`config.mk`:
```
export PLATFORM = sky130hd
export DESIGN_NAME = imm_decode_stage
export DESIGN_NICKNAME = d
export VERILOG_FILES = /design/src/rtl/riscv_pkg.sv /design/src/rtl/imm_extract.sv /design/src/rtl/imm_decode_stage.sv
export SDC_FILE = /design/constraint.sdc
export NUM_CORES = 1
export LEC_CHECK = 0
export CAP_MARGIN = 20
export CORE_ASPECT_RATIO = 1.5
export CORE_MARGIN = 5
export CORE_UTILIZATION = 49
export CTS_CLUSTER_DIAMETER = 60
export DETAILED_ROUTE_END_ITERATION = 6
export PLACE_DENSITY = 0.79
export REMOVE_ABC_BUFFERS = 1
export SLEW_MARGIN = 20
export SYNTH_ARGS = -nofsm -noshare
export SYNTH_HDL_FRONTEND = slang
export SYNTH_SLANG_ARGS = --single-unit
```
`constraint.sdc`:
```
create_clock -name clk -period 7.1 [get_ports clk]
set_input_delay 1.42 -clock clk [delete_from_list [all_inputs] [get_ports clk]]
set_output_delay 1.42 -clock clk [all_outputs]
set_load 0.05 [all_outputs]
```
`src/rtl/riscv_pkg.sv`:
```
// Shared RISC-V decode types: immediate format encoding and major opcodes.
package riscv_pkg;

  typedef enum logic [2:0] {
    FMT_NONE = 3'd0,
    FMT_I    = 3'd1,
    FMT_S    = 3'd2,
    FMT_B    = 3'd3,
    FMT_U    = 3'd4,
    FMT_J    = 3'd5
  } imm_fmt_e;

  localparam logic [6:0] OPC_LOAD      = 7'b0000011;
  localparam logic [6:0] OPC_OP_IMM    = 7'b0010011;
  localparam logic [6:0] OPC_JALR      = 7'b1100111;
  localparam logic [6:0] OPC_SYSTEM    = 7'b1110011;
  localparam logic [6:0] OPC_STORE     = 7'b0100011;
  localparam logic [6:0] OPC_BRANCH    = 7'b1100011;
  localparam logic [6:0] OPC_LUI       = 7'b0110111;
  localparam logic [6:0] OPC_AUIPC     = 7'b0010111;
  localparam logic [6:0] OPC_JAL       = 7'b1101111;
  localparam logic [6:0] OPC_OP        = 7'b0110011;
  localparam logic [6:0] OPC_OP_IMM_32 = 7'b0011011;
  localparam logic [6:0] OPC_OP_32     = 7'b0111011;

endpackage

```
`src/rtl/imm_extract.sv`:
```
// Combinational immediate extractor: opcode -> format class, then the
// format's bit scatter sign-extended from instr[31] to XLEN.
module imm_extract
  import riscv_pkg::*;
#(
  parameter int XLEN = 32
) (
  input  logic [31:0]     instr,
  output logic [XLEN-1:0] imm,
  output imm_fmt_e        fmt,
  output logic            illegal
);

  logic [6:0]  opcode_s;
  logic [31:0] imm32_s;

  assign opcode_s = instr[6:0];

  // Classify the opcode; the *-32 opcodes only exist on RV64.
  always_comb begin
    fmt     = FMT_NONE;
    illegal = 1'b0;
    case (opcode_s)
      OPC_LOAD, OPC_OP_IMM, OPC_JALR, OPC_SYSTEM: fmt = FMT_I;
      OPC_STORE:            fmt = FMT_S;
      OPC_BRANCH:           fmt = FMT_B;
      OPC_LUI, OPC_AUIPC:   fmt = FMT_U;
      OPC_JAL:              fmt = FMT_J;
      OPC_OP:               fmt = FMT_NONE;
      OPC_OP_IMM_32: begin
        if (XLEN == 64) fmt = FMT_I;
        else            illegal = 1'b1;
      end
      OPC_OP_32: begin
        if (XLEN == 64) fmt = FMT_NONE;
        else            illegal = 1'b1;
      end
      default:              illegal = 1'b1;
    endcase
  end

  // Gather the immediate bits for the chosen format, sign-extended to 32 bits.
  always_comb begin
    imm32_s = 32'd0;
    case (fmt)
      FMT_I:   imm32_s = {{20{instr[31]}}, instr[31:20]};
      FMT_S:   imm32_s = {{20{instr[31]}}, instr[31:25], instr[11:7]};
      FMT_B:   imm32_s = {{19{instr[31]}}, instr[31], instr[7], instr[30:25], instr[11:8], 1'b0};
      FMT_U:   imm32_s = {instr[31:12], 12'd0};
      FMT_J:   imm32_s = {{11{instr[31]}}, instr[31], instr[19:12], instr[20], instr[30:21], 1'b0};
      default: imm32_s = 32'd0;
    endcase
  end

  // Widen to XLEN; on RV64 bit 31 (including U-type) extends upward.
  if (XLEN == 64) begin : g_rv64
    assign imm = {{32{imm32_s[31]}}, imm32_s};
  end else begin : g_rv32
    assign imm = imm32_s;
  end

endmodule

```
`src/rtl/imm_decode_stage.sv`:
```
// Registered immediate-decode pipeline stage with valid/ready handshake,
// optional 2-entry skid buffer, flush, and saturating illegal-opcode counter.
module imm_decode_stage
  import riscv_pkg::*;
#(
  parameter int XLEN          = 32,
  parameter int SKID          = 0,
  parameter int ILLEGAL_CNT_W = 8
) (
  input  logic                     clk,
  input  logic                     rst,
  input  logic                     flush,
  input  logic                     in_valid,
  output logic                     in_ready,
  input  logic [31:0]              in_instr,
  input  logic [XLEN-1:0]          in_pc,
  output logic                     out_valid,
  input  logic                     out_ready,
  output logic [XLEN-1:0]          out_imm,
  output logic [2:0]               out_fmt,
  output logic [XLEN-1:0]          out_pc,
  output logic                     out_illegal,
  output logic [ILLEGAL_CNT_W-1:0] illegal_count
);

  logic [XLEN-1:0]          dec_imm_s;
  imm_fmt_e                 dec_fmt_s;
  logic                     dec_illegal_s;

  logic                     main_valid_r;
  logic [XLEN-1:0]          main_imm_r;
  imm_fmt_e                 main_fmt_r;
  logic [XLEN-1:0]          main_pc_r;
  logic                     main_illegal_r;

  logic                     skid_valid_r;
  logic [XLEN-1:0]          skid_imm_r;
  imm_fmt_e                 skid_fmt_r;
  logic [XLEN-1:0]          skid_pc_r;
  logic                     skid_illegal_r;

  logic [ILLEGAL_CNT_W-1:0] count_r;
  logic                     in_ready_s;
  logic                     accept_s;
  logic                     pop_s;

  imm_extract #(.XLEN(XLEN)) u_imm_extract (
    .instr   (in_instr),
    .imm     (dec_imm_s),
    .fmt     (dec_fmt_s),
    .illegal (dec_illegal_s)
  );

  // Handshake: skid mode only looks at registered skid occupancy, so in_ready
  // has no combinational path from out_ready.
  always_comb begin
    pop_s = main_valid_r & out_ready;
    if (SKID != 0) begin
      in_ready_s = ~rst & ~flush & ~skid_valid_r;
    end else begin
      in_ready_s = ~rst & ~flush & (~main_valid_r | out_ready);
    end
    accept_s = in_valid & in_ready_s;
  end

  // Main/skid entry registers; skid drains into main first to keep FIFO order.
  always_ff @(posedge clk or posedge rst) begin
    if (rst) begin
      main_valid_r   <= 1'b0;
      main_imm_r     <= '0;
      main_fmt_r     <= FMT_NONE;
      main_pc_r      <= '0;
      main_illegal_r <= 1'b0;
      skid_valid_r   <= 1'b0;
      skid_imm_r     <= '0;
      skid_fmt_r     <= FMT_NONE;
      skid_pc_r      <= '0;
      skid_illegal_r <= 1'b0;
    end else if (flush) begin
      main_valid_r <= 1'b0;
      skid_valid_r <= 1'b0;
    end else if (pop_s && skid_valid_r) begin
      main_valid_r   <= 1'b1;
      main_imm_r     <= skid_imm_r;
      main_fmt_r     <= skid_fmt_r;
      main_pc_r      <= skid_pc_r;
      main_illegal_r <= skid_illegal_r;
      skid_valid_r   <= 1'b0;
    end else if (accept_s && (!main_valid_r || pop_s)) begin
      main_valid_r   <= 1'b1;
      main_imm_r     <= dec_imm_s;
      main_fmt_r     <= dec_fmt_s;
      main_pc_r      <= in_pc;
      main_illegal_r <= dec_illegal_s;
    end else if (accept_s) begin
      skid_valid_r   <= 1'b1;
      skid_imm_r     <= dec_imm_s;
      skid_fmt_r     <= dec_fmt_s;
      skid_pc_r      <= in_pc;
      skid_illegal_r <= dec_illegal_s;
    end else if (pop_s) begin
      main_valid_r <= 1'b0;
    end
  end

  // Saturating count of accepted illegal instructions; flush blocks accept.
  always_ff @(posedge clk or posedge rst) begin
    if (rst) begin
      count_r <= '0;
    end else if (accept_s && dec_illegal_s && (count_r != {ILLEGAL_CNT_W{1'b1}})) begin
      count_r <= count_r + ILLEGAL_CNT_W'(1);
    end
  end

  assign in_ready      = in_ready_s;
  assign out_valid     = main_valid_r;
  assign out_imm       = main_imm_r;
  assign out_fmt       = main_fmt_r;
  assign out_pc        = main_pc_r;
  assign out_illegal   = main_illegal_r;
  assign illegal_count = count_r;

endmodule
```
==> results of run 1 <==
[critical path: stages]
cell             delay, ps
clkdlybuf4s50_1        590
and2b_1                260
nor3_1                 140
clkdlybuf4s50_1        830
[state kept, by name, summed over array words and instances, names as in the netlist]
register and flops:
skid_illegal_r 1, out_valid 1, illegal_count 8, skid_imm_r 32
skid_fmt_r 3, skid_pc_r 32, out_imm 32, skid_valid_r 1
out_pc 32, out_illegal 1, out_fmt 3
[path summary, 6_finish.rpt]
kind	from	end	slack [ps]
hold reg to reg	skid_pc_r[18]	skid_pc_r[18]	370
setup / recovery	out_ready	in_ready	2430
hold / removal	skid_pc_r[18]	skid_pc_r[18]	370
min in group asynchronous	rst	skid_valid_r	1530
max in group asynchronous	rst	skid_pc_r[9]	4180
setup reg to reg	out_valid	out_imm[19]	5080
[routing by layer]
layer  track usage  vias up  wire length, um
met5             0        -                0
met4        0.0856        0              263
met3        0.0417       19              722
met2         0.335      135             7400
met1         0.250     2148             5720
li1              -     2085                -
[area by class of cell]
class | instances | share of cell area
multi-input cells | 336 | 0.244
repair buffers | 151 | 0.191
inverters | 2 | 0.00160
flip-flops and latches | 146 | 0.466
clock buffers | 18 | 0.0547
well taps | 153 | 0.0244
clock inverters | 13 | 0.0177
[power by group through the flow]
stage / clock [mW] / combinational (mW) / sequential, mW
after floorplan: 0 / 0.126 / 1.25
after global placement: 0 / 0.635 / 0.979
after detailed placement: 0 / 0.646 / 0.982
after CTS: 0.868 / 0.647 / 0.969
after global routing: 0.898 / 0.674 / 0.978
final: 0.850 / 0.641 / 0.969
[metrics by stage]
step | instance area, um2 | setup TNS, ps | setup WS (ps)
global placement | 7270 | 0 | 2490
finish | 7840 | 0 | 2430
CTS | 7840 | 0 | 2440
detailed placement | 7270 | 0 | 2440
floorplan | 5560 | -233540 | -3970
global route | 7840 | 0 | 2320
[cell families (layout without fill, tap and decap cells)]
group                      Yosys count  count (layout)  share of synthesized area
and+or+nand+nor                    196             196                      0.140
DFF                                146             146                      0.609
AOI/OAI and AO/OA                  127             127                      0.156
buffers and inverters              104             184                     0.0747
xor gates and xnor gates             9               9                     0.0131
muxes                                3               3                    0.00542
adders and majority gates            1               1                    0.00209
[placed cells by master, fill, tap and decap left out, types with 3 or more instances in the layout]
cell type / netlist / routed
dfrtp_1: 146 / 146
clkdlybuf4s50_1: 0 / 146
nand2_1: 89 / 89
nor2_1: 70 / 70
a31oi_1: 35 / 35
a21oi_1: 31 / 31
clkbuf_16: 0 / 17
o22ai_1: 15 / 15
nor3_1: 11 / 11
xnor2_1: 7 / 7
o21ai_1: 7 / 7
a211oi_2: 7 / 7
nand4_1: 6 / 6
a22oi_1: 5 / 5
a221oi_2: 5 / 5
buf_4: 4 / 5
a211oi_1: 5 / 4
clkinv_4: 0 / 4
clkinv_2: 0 / 4
and2b_1: 3 / 3
==> summary.md, run 1 <==
| Metric | Value |
|---|---|
| Run status | `complete, no violations` |
| Antenna violations before repair | `0` |
| Critical Path RT | `5680 ps` |
| Final hold vios | `0` |
| Syn avg cell area | `10.2 um2` |
| Clock skew | `5.53 ps` |
| Pint | `1.65 mW` |
| Worst rel slew slack | `0.350` |
| Placer's final routability congestion estimate | `0.887` |
| Endpoint class of the critical path | `output port` |
| CP Launch Type | `input pin` |
| Register bit count reported by yosys | `146` |
| Filler cells | `972` |
| Antenna Cells | `0` |
| Top cells by area, synth | `dfrtp_1 61%, nand2_1 5.6%, clkbuf_1 4.9%` |
| Vias in the first global route | `4648` |
| Die W | `100 um` |
| Top_reg_cell synth | `dfrtp_1` |
| Iter 0 DRT Violations | `203` |
| Dpl hpwl | `9620 um` |
| Placed Cells | `788` |
| Area of the multi-input gates | `0.00192 mm2` |
| Post-synthesis cell count | `586` |
| Worst Tran Pin Value | `973 ps` |
| Clk Latency, worst-skew pair | `410 ps` |
| Worst vdd ir | `184 uV` |
| Max Cap Viol | `0` |
| Tcrit/Tclk final | `0.658` |
| I/O pins | `147` |
| Design Power | `2.46 mW` |
| Core Region | `0.0120 mm2` |
| R2R cell count | `3` |
| Via Count | `4387` |
| WHS | `375 ps` |
| Clock power frac | `0.346` |
| Min-Delay Path Depth | `0` |
| CTS max path bufs | `2` |
| Register area | `0.00365 mm2` |
| Residual DRC | `0` |
| Clock Tree Root | `clkbuf_16` |
| Crit path arrival time | `3250 ps` |
| CTS H-Tree Depth | `4` |
| Routed wire length per instance | `17.2 um` |
| Synth Warn # | `0` |
| F_max | `214 MHz` |
| EDFF count, synth | `0` |
| Crit-path max FO | `6` |
| RSZ-0062 raised after global routing | `no` |
| Top-count cell post-synth | `dfrtp_1` |
| Setup violators final | `0` |
| Syn Std Cell Area | `0.00600 mm2` |
| Switch Pwr | `810 uW` |
| DRT Pass-1 Iters | `4` |
| Comb pwr share | `0.261` |
| CTS resizes | `0` |
| Fin util | `0.653` |
| Clock tree from TritonCTS | `done` |
| Final period demand of the worst path | `4670 ps` |
| Initial Utilization | `0.499` |
| Cell Count, Final, Fillers Out | `819` |
| Share of layout cells above drive strength 1 | `0.0961` |
| Cell taking the most area after synthesis | `dfrtp_1` |
| Num Clock Sinks | `146` |
| Hold Crit Class | `reg2reg` |
| Area Growth Syn to Fin | `30.7%` |
| Total Routing Usage GR | `0.201` |
| Port Buffers | `146` |
| Die Span Y | `146 um` |
| DR vias/cell | `5.36` |
| Largest net degree at the start of global routing | `77` |
| First-pass GRT wire length | `23300 um` |
| Power Density | `314 mW/mm2` |
| Final #Nets | `724` |
| Switching share of power | `0.330` |
| Synth cell types | `50` |
| Critical path type | `in2out` |
| Register area share after synthesis | `0.609` |
| Fraction of registers with async set/reset | `1.00` |
| Reg power frac | `0.394` |
| Die area | `0.0146 mm2` |
| Setup Buffers After CTS | `0` |
| CTS Hold Bufs | `0` |
| Clock-pin slew on the worst setup and hold paths | `60 ps` |
| Final ANT Viol Nets | `0` |
| Leakage power | `3.38 nW` |
| Drt total wl | `14100 um` |
| CTS buffer count | `17` |
| Gr ovfl total | `0` |
| Synth top area share | `0.609` |
| Final Max Tran Viols | `0` |
| Synth cell count leaders | `146 x dfrtp_1, 89 x nand2_1, 79 x clkbuf_1` |
| Row cnt | `49` |
Power figures use the tool's default switching activity.
==> run 2: changes to the inputs <==
- CORE_UTILIZATION: 49 -> 45
- PLACE_DENSITY: 0.79 -> 0.77
- clock period: 7.1 -> 4.29 ns (I/O delays scaled with it)
==> summary.md, run 2 (synthesized netlist as in run 1, its figures left out) <==
| Metric | Value |
|---|---|
| Crit path arrival time | `2640 ps (was 3250 ps)` |
| Met2 Usage GRT | `0.314 (was 0.335)` |
| Endpoint class of the critical path | `output port (unchanged)` |
| Clock tree from TritonCTS | `done (unchanged)` |
| DRT Pass-1 Iters | `5 (was 4)` |
| RSZ-0062 raised after global routing | `no (unchanged)` |
| R2R cell count | `4 (was 3)` |
| Final ANT Viol Nets | `0 (unchanged)` |
| CTS max path bufs | `2 (unchanged)` |
| F_max | `286 MHz` |
| Worst slack, placed | `798 ps (was 2440 ps)` |
| Final Max Tran Viols | `0 (unchanged)` |
| Final hold vios | `0 (unchanged)` |
| Clk Latency, worst-skew pair | `400 ps (was 410 ps)` |
| Dpl hpwl | `9680 um (was 9620 um)` |
| Run status | `complete, no violations (unchanged)` |
| Min-Delay Path Depth | `0 (unchanged)` |
| Die W | `104 um (was 100 um)` |
| Via Count | `4366 (was 4387)` |
| Critical Path RT | `3430 ps (was 5680 ps)` |
| M1 GR Usage | `0.239 (was 0.250)` |
| Core Region | `0.0130 mm2 (was 0.0120 mm2)` |
| CTS Hold Bufs | `0 (unchanged)` |
| Most frequent cells in the layout | `146 x dfrtp_1, 146 x clkdlybuf4s50_1, 89 x nand2_1 (unchanged)` |
| Delay-heaviest family, CP | `buffers and inverters (unchanged)` |
| Port Buffers | `146 (unchanged)` |
| Critical path's largest stage delay | `820 ps (was 830 ps)` |
| Clock skew | `8.17 ps (was 5.53 ps)` |
| Crit-path max FO | `6 (unchanged)` |
| Placer's final routability congestion estimate | `0.791 (was 0.887)` |
| Hold path start | `skid_pc_r[5] (was skid_pc_r[18])` |
| Clock-pin slew on the worst setup and hold paths | `50 ps (was 60 ps)` |
| DR vias/cell | `5.28 (was 5.36)` |
| I/O pins | `147 (unchanged)` |
| Worst rel slew slack | `0.471 (was 0.350)` |
| Gr ovfl total | `0 (unchanged)` |
| Filler cells | `1059 (was 972)` |
| Clock Tree Root | `clkbuf_16 (unchanged)` |
| Setup TNS | `0 ps (unchanged)` |
| Residual DRC | `0 (unchanged)` |
| CTS buffer count | `17 (unchanged)` |
| Fin util | `0.606 (was 0.653)` |
| Area Growth Syn to Fin | `31.6% (was 30.7%)` |
| WP buf/inv | `2 (unchanged)` |
| Setup Buffers After CTS | `0 (unchanged)` |
| Total Routing Usage GR | `0.189 (was 0.201)` |
| Slowest CP cell | `clkdlybuf4s50_1 (unchanged)` |
| Largest net degree at the start of global routing | `101 (was 77)` |
| Placed Cells | `795 (was 788)` |
| Antenna Cells | `0 (unchanged)` |
| Routed wire length per instance | `17.2 um (about the same)` |
| Setup WS post-layout | `791 ps (was 2430 ps)` |
| Max Cap Viol | `0 (unchanged)` |
| Most used cell, CP | `clkdlybuf4s50_1 (unchanged)` |
| Antenna violations before repair | `0 (unchanged)` |
| Hold Crit Class | `reg2reg (unchanged)` |
| Drt total wl | `14300 um (was 14100 um)` |
| Final #Nets | `725 (was 724)` |
| Die area | `0.0158 mm2 (was 0.0146 mm2)` |
| CTS resizes | `0 (unchanged)` |
| Hold path endpoint | `skid_pc_r[5] (was skid_pc_r[18])` |
| First-pass GRT wire length | `24200 um (was 23300 um)` |
| Worst Tran Pin Value | `794 ps (was 973 ps)` |
| Vias in the first global route | `4663 (was 4648)` |
| Design Power | `4.12 mW (was 2.46 mW)` |
| Power Density | `522 mW/mm2 (was 314 mW/mm2)` |
| Final period demand of the worst path | `3500 ps` |
| Initial Utilization | `0.461 (was 0.499)` |
| Share of layout cells above drive strength 1 | `0.0973 (was 0.0961)` |
| Met3 Use GR | `0.0537 (was 0.0417)` |
| Leakage power | `3.40 nW (was 3.38 nW)` |
| CTS H-Tree Depth | `4 (unchanged)` |
| Tcrit/Tclk final | `0.816` |
| Num Clock Sinks | `146 (unchanged)` |
| Cell Count, Final, Fillers Out | `827 (was 819)` |
| Die Span Y | `151 um (was 146 um)` |
| GRT Max-Usage Layer | `met2 (unchanged)` |
| CP Launch Type | `input pin (unchanged)` |
| Cell breakdown of the critical path | `clkdlybuf4s50_1, and2b_1, nor3_1, clkdlybuf4s50_1 (unchanged)` |
| Row cnt | `51 (was 49)` |
| Iter 0 DRT Violations | `189 (was 203)` |
| Worst r2r src | `out_valid (unchanged)` |
| Setup violators final | `0 (unchanged)` |
| Critical path type | `in2out (unchanged)` |
| R2r setup slk | `2230 ps (was 5080 ps)` |
| Reg2reg end | `out_pc[11] (was out_imm[19])` |
| Worst vdd ir | `253 uV (was 184 uV)` |
## run 2: cell count changes in the layout (fill, tap and decap cells not counted)
cell	change
buf_6	+1
buf_12	+1
buf_4	-1
clkbuf_1	+1
clkinv_2	-1
clkbuf_8	+2
inv_6	+1
clkinvlp_4	-2
## run 2: where the power goes
part	leakage (nW)	switching (mW)	internal [mW]
sequential	1.87	0.0904	1.51
combinational	1.24	0.693	0.370
clock	0.292	0.564	0.892
## run 2: stage by stage
step,hold WS (ps),instance area (um2)
6_report,373,7890
5_1_grt,381,7890
4_1_cts,376,7890
3_5_place_dp,363,7300
3_3_place_gp,360,7300
2_1_floorplan,349,5560
## run 2: how the worst max path moves through the flow
stage / depth (start not counted) / slack, ps / endpoint / start
floorplan: 5 / -6210 / out_imm[24] / rst
global placement: 4 / 820 / in_ready / out_ready
detailed placement: 4 / 800 / in_ready / out_ready
CTS: 4 / 790 / in_ready / out_ready
global route: 4 / 700 / in_ready / out_ready
finish: 4 / 790 / in_ready / out_ready
## run 2: cell type report
type,count,area [um2],share of cell area
Timing Repair Buffer,152,1520,0.193
Sequential cell,146,3650,0.463
Clock inverter,11,128,0.0162
Tap cell,159,199,0.0252
Multi-Input combinational cell,336,1920,0.243
Clock buffer,21,460,0.0583
Inverter,2,12.5,0.00159
## run 2: layer usage
| metal | wire [um] | vias up | share of wire |
|---|---|---|---|
| met5 | 0 | - | 0 |
| met3 | 715 | 18 | 0.050 |
| met2 | 7220 | 141 | 0.51 |
| li1 | - | 2089 | - |
| met1 | 6120 | 2118 | 0.43 |
| met4 | 209 | 0 | 0.015 |
